<file path="src/rtl/fp_sum_sequencer_pkg.sv">
// fp_sum_sequencer_pkg: float32 constants and FSM state encodings shared by the sum sequencer.
// Latency: n/a (constants only).
// Backpressure: n/a.
package fp_sum_sequencer_pkg;

   // float32 bit patterns
   localparam logic [31:0] FP_POS_ZERO = 32'h0000_0000;
   localparam logic [31:0] FP_ONE      = 32'h3F80_0000;

   // 2-bit sequencer states
   localparam logic [1:0] ST_GET    = 2'd0;
   localparam logic [1:0] ST_SEND   = 2'd1;
   localparam logic [1:0] ST_WAIT_Z = 2'd2;
   localparam logic [1:0] ST_OUT    = 2'd3;

endpackage

</file>
<file path="src/rtl/fp_sum_sequencer.sv">
// fp_sum_sequencer: feeds a stream of float32 values through an external adder, one result per LEN inputs.
// Latency: per element 1 cycle to adder a/b stb + adder latency + 1 cycle; sum_stb after the LEN-th element.
// Backpressure: in_ack only while idle in GET; a slow adder or a held-off sum_ack stalls upstream.
//
// Ports:
//   clk, rst                       clock and async active-low reset
//   in_data/in_stb/in_ack          float32 operand stream from upstream
//   adder_a/_stb/_ack              running accumulator to adder input_a
//   adder_b/_stb/_ack              latched operand to adder input_b
//   adder_z/_stb/_ack              adder result back into the accumulator
//   sum/sum_stb/sum_ack            accumulated result to downstream
//   busy                           low only when idle between batches
module fp_sum_sequencer
   import fp_sum_sequencer_pkg::*;
#(
   parameter int LEN   = 4,
   parameter int CNT_W = 8
) (
   input  logic        clk,
   input  logic        rst,
   input  logic [31:0] in_data,
   input  logic        in_stb,
   output logic        in_ack,
   output logic [31:0] adder_a,
   output logic        adder_a_stb,
   input  logic        adder_a_ack,
   output logic [31:0] adder_b,
   output logic        adder_b_stb,
   input  logic        adder_b_ack,
   input  logic [31:0] adder_z,
   input  logic        adder_z_stb,
   output logic        adder_z_ack,
   output logic [31:0] sum,
   output logic        sum_stb,
   input  logic        sum_ack,
   output logic        busy
);

   localparam logic [CNT_W-1:0] LAST_IDX = CNT_W'(LEN - 1);

   logic [1:0]       state;
   logic [31:0]      acc;
   logic [CNT_W-1:0] cnt;
   logic             run;     // low while in reset and for the first edge after release
   logic             a_done;
   logic             b_done;

   // A side is finished once its stb is already low or transfers on this edge.
   assign a_done = !adder_a_stb || adder_a_ack;
   assign b_done = !adder_b_stb || adder_b_ack;

   // in_ack is held off while reset is asserted so upstream cannot see a ready
   // block before the first clock after release.
   assign in_ack      = run && (state == ST_GET);
   assign adder_z_ack = (state == ST_WAIT_Z);
   assign busy        = !((state == ST_GET) && (cnt == '0));

   always_ff @(posedge clk or negedge rst) begin
      if (!rst) begin
         state       <= ST_GET;
         acc         <= FP_POS_ZERO;
         cnt         <= '0;
         run         <= 1'b0;
         adder_a     <= FP_POS_ZERO;
         adder_b     <= FP_POS_ZERO;
         adder_a_stb <= 1'b0;
         adder_b_stb <= 1'b0;
         sum         <= FP_POS_ZERO;
         sum_stb     <= 1'b0;
      end else begin
         run <= 1'b1;
         case (state)
            ST_GET: begin
               if (in_stb && in_ack) begin
                  adder_b     <= in_data;
                  adder_a     <= acc;
                  adder_a_stb <= 1'b1;
                  adder_b_stb <= 1'b1;
                  state       <= ST_SEND;
               end
            end
            ST_SEND: begin
               // Each side clears independently; leave once both are done.
               if (adder_a_stb && adder_a_ack) adder_a_stb <= 1'b0;
               if (adder_b_stb && adder_b_ack) adder_b_stb <= 1'b0;
               if (a_done && b_done) state <= ST_WAIT_Z;
            end
            ST_WAIT_Z: begin
               if (adder_z_stb) begin
                  acc <= adder_z;
                  cnt <= cnt + 1'b1;
                  if (cnt == LAST_IDX) begin
                     sum     <= adder_z;
                     sum_stb <= 1'b1;
                     state   <= ST_OUT;
                  end else begin
                     state <= ST_GET;
                  end
               end
            end
            ST_OUT: begin
               if (sum_ack) begin
                  sum_stb <= 1'b0;
                  acc     <= FP_POS_ZERO;
                  cnt     <= '0;
                  state   <= ST_GET;
               end
            end
            default: state <= ST_GET;
         endcase
      end
   end

endmodule

</file>
<file path="config.mk">
export PLATFORM = sky130hd
export DESIGN_NAME = fp_sum_sequencer
export DESIGN_NICKNAME = d
export VERILOG_FILES = /design/src/rtl/fp_sum_sequencer_pkg.sv /design/src/rtl/fp_sum_sequencer.sv
export SDC_FILE = /design/constraint.sdc
export NUM_CORES = 1
export LEC_CHECK = 0
export BUFFER_PORTS_ARGS = -buffer_cell sky130_fd_sc_hd__buf_4
export CAP_MARGIN = 25
export CELL_PAD_IN_SITES_DETAIL_PLACEMENT = 1
export CELL_PAD_IN_SITES_GLOBAL_PLACEMENT = 1
export CORE_MARGIN = 5
export CORE_UTILIZATION = 41
export CTS_CLUSTER_SIZE = 16
export DETAILED_ROUTE_END_ITERATION = 6
export HOLD_SLACK_MARGIN = 0.02
export PLACE_DENSITY_LB_ADDON = 0.1
export SLEW_MARGIN = 20
export SYNTH_ARGS = -nofsm -noshare
export SYNTH_HDL_FRONTEND = slang
export SYNTH_SLANG_ARGS = --single-unit
</file>
<file path="constraint.sdc">
create_clock -name clk -period 2.5 [get_ports clk]
set_clock_uncertainty 0.15 [all_clocks]
set_input_delay 0.375 -clock clk [delete_from_list [all_inputs] [get_ports clk]]
set_output_delay 0.375 -clock clk [all_outputs]
set_load 0.02 [all_outputs]
</file>
==> out/results.txt <==
Status: finished clean
H-tree level count: 4
Layout cells sized above 1: 56.01%
IO Pins: 173
Core Box Area: 0.01324 mm²
Root Buffer: clkbuf_16
Yosys top cell by area: dfrtp_1
Avg WL per Cell: 18.93 µm
ANT nets after route: 0
Pin count of the biggest net entering global routing: 67
Yosys cell types: 38
Fmax: 413.6 MHz
Reg-to-Reg Start: cnt[2]
Internal power: 6.935 mW
ANT cells: 0
Max clock buf depth: 2
Starting Density: 41.93%
Async SR Flop Fraction: 100.0%
EDFF count, synth: 0
Worst Tran Pin Value: 0.9534 ns
Final Slew Violations: 0
Vias in the first global route: 4097
Total track usage: 17.68%
Worst setup startpoint: cnt[2]
Crit start category: flop
Number of remaining DRC errors: 0
RSZ-0062 raised after global routing: no
Cells on Worst Hold Path: 2
Num CTS Buffers: 17
Initial DRC Count: 123
Number of antenna violations at the first check in global routing: 0
Final setup TNS: 0 ns
Hold Path End: acc[6]
Syn_nets: 427
Register area share after synthesis: 63.99%
CP Class: reg -> out
Via count: 3685
Fin. Hold Viols: 0
Top cell type's share of synthesized area: 63.99%
Area growth from synthesis to layout: 40.60%
Total chip power: 10.55 mW
Yosys reg bits: 142
First-pass DRT Iterations: 4
Primary FF master, synth: dfrtp_1
Mapped Area: 0.005553 mm²
Worst hold-check path type: in -> reg
Max-slew headroom: 36.29%
Yosys warning total: 0
RR Endpoint: sum[23]
Die height: 126.4 µm
Grt ovf: 0
Clock slew at reported path FFs: 0.06 ns
Die X: 126.4 µm
First-pass GRT wire length: 22070 µm
Crit path max fanout: 5
HPWL after DPL: 9401 µm
Worst skew pair latency: 0.42 ns
Clock power share: 24.7%
Period minus WS final: 2.418 ns
PD cells: 1351 mW/mm²
Total routed wirelength: 13880 µm
Reg power frac: 37.5%
Total die area: 0.01597 mm²
VDD IR-drop max: 0.6903 mV
Register-to-Register Setup Slack: 0.12 ns
Leakage power: 3.919 nW
Clk sinks: 142
CTS tree: yes
Sw frac: 34.26%
Number of buffers added on ports: 172
Setup violations, final: 0
Worst Hold Launch: adder_z[6]
Rows: 42
Placer's final routability congestion estimate: 0.7806
Synth top area cells: dfrtp_1, mux2_2, mux2_4, a22o_1, buf_12
Comb power frac: 37.8%
Crit. End Element: output port
Vias/cell: 5.027
NetSw: 3.614 mW
Worst r2r path cells: 4
FILL cells: 1277
Synth Instances: 354
Max-cap violations: 0
Data arrival, critical path: 1.89 ns
Syn_area_per_cell: 15.69 µm²
Nets@finish: 617
Tcrit/Tclk final: 96.71%
Data required, critical path: 1.98 ns
cell families (layout without fill, tap and decap cells):
family | count (synthesis) | in the layout | synth area share, %
buffers and inverters | 26 | 229 | 2.839
flip-flops | 142 | 142 | 63.99
AO/OA/AOI/OAI | 47 | 47 | 6.805
adder cells (fa/ha/maj) | 2 | 2 | 0.4506
AND/OR/NAND/NOR | 37 | 37 | 3.966
multiplexers | 98 | 98 | 21.72
XOR/XNOR | 1 | 1 | 0.1578
other | 1 | 1 | 0.06753
how the worst max path moves through the flow:
stage | slack (ns) | endpoint | cells after the start
floorplan | 0.004 | adder_b[31] | 6
global placement | 0.20 | sum[17] | 4
detailed placement | 0.16 | sum[23] | 4
CTS | 0.05 | busy | 4
global route | 0.001 | busy | 4
finish | 0.08 | busy | 4
layer usage:
layer	global-route usage [%]	wire length (µm)
met1	21.76	5845
met2	28.49	6683
met3	6.347	1125
met4	7.066	222
met5	0	0
cell usage after synthesis, drive strengths merged, types with 2 or more instances:
cell type	number
nand3	4
and2	2
or4	4
a22o	33
ha	2
a21o	2
mux2i	2
o21ai	3
nor2b	3
nand4	2
mux2	96
nor2	3
o31ai	2
or3	2
a21oi	5
buf	10
nand2	7
dfrtp	142
inv	4
nand3b	2
clkbuf	12
critical path: stages, from the launching register on:
cell	delay, ns
dfrtp_1	0.42
or4_1	0.57
nor3_2	0.20
nand3_1	0.11
buf_4	0.17
through the flow:
| step | std cells | setup slack [ns] | hold slack (ns) | utilization (%) | instance area, µm² |
|---|---|---|---|---|---|
| floorplan | 354 | 0.004141 | -0.07059 | - | 5553 |
| global placement | 687 | 0.1986 | 0.2513 | 53.25 | 7052 |
| detailed placement | 687 | 0.1619 | 0.2529 | 53.25 | 7052 |
| CTS | 733 | 0.04658 | 0.02015 | 58.96 | 7807 |
| global route | 733 | 0.001042 | 0.02208 | 58.96 | 7807 |
| finish | 733 | 0.08218 | 0.03827 | 58.96 | 7807 |
flip-flops by register name (all words and copies together) (netlist names):
| name | flops |
|---|---|
| sum | 32 |
| cnt | 8 |
| sum_stb | 1 |
| run | 1 |
| state | 2 |
| adder_b_stb | 1 |
| adder_a_stb | 1 |
| acc | 32 |
| adder_a | 32 |
| adder_b | 32 |
final cells by class:
cell class              instances  area (µm²)  area share (%)
repair buffers                193        1550           19.86
clock inverters                15       185.2           2.372
clock buffers                  17       425.4           5.449
flip-flops and latches        142        3553           45.51
well taps                     176       220.2           2.821
multi-input cells             186        1858           23.80
inverters                       4       15.01          0.1923
power groups by stage:
stage | Clock [mW] | Sequential [mW] | Combinational, mW
floorplan | 0 | 4.68 | 1.50
finish | 2.60 | 3.96 | 3.99
CTS | 2.66 | 3.97 | 4.06
detailed placement | 0 | 3.98 | 4.02
global route | 2.76 | 4.10 | 4.23
global placement | 0 | 3.93 | 3.93
placed cells by master (no fill, tap or decap), types with 5 or more instances in the layout:
master / count
a21oi_1: 5
a22o_1: 33
buf_12: 5
buf_4: 173
clkbuf_16: 17
clkinvlp_4: 5
dfrtp_1: 142
dlygate4sd3_1: 14
mux2_2: 68
mux2_4: 28
nand2_1: 7
what timing repair did:
| item | in CTS | in global routing |
|---|---|---|
| endpoints found under the setup margin | 1 | 0 |
| resized for setup | 1 | 0 |
| hold endpoints to repair | 78 | 0 |
| buffers inserted | 0 | 0 |
| hold buffers | 14 | 0 |
Power figures use the tool's default switching activity.
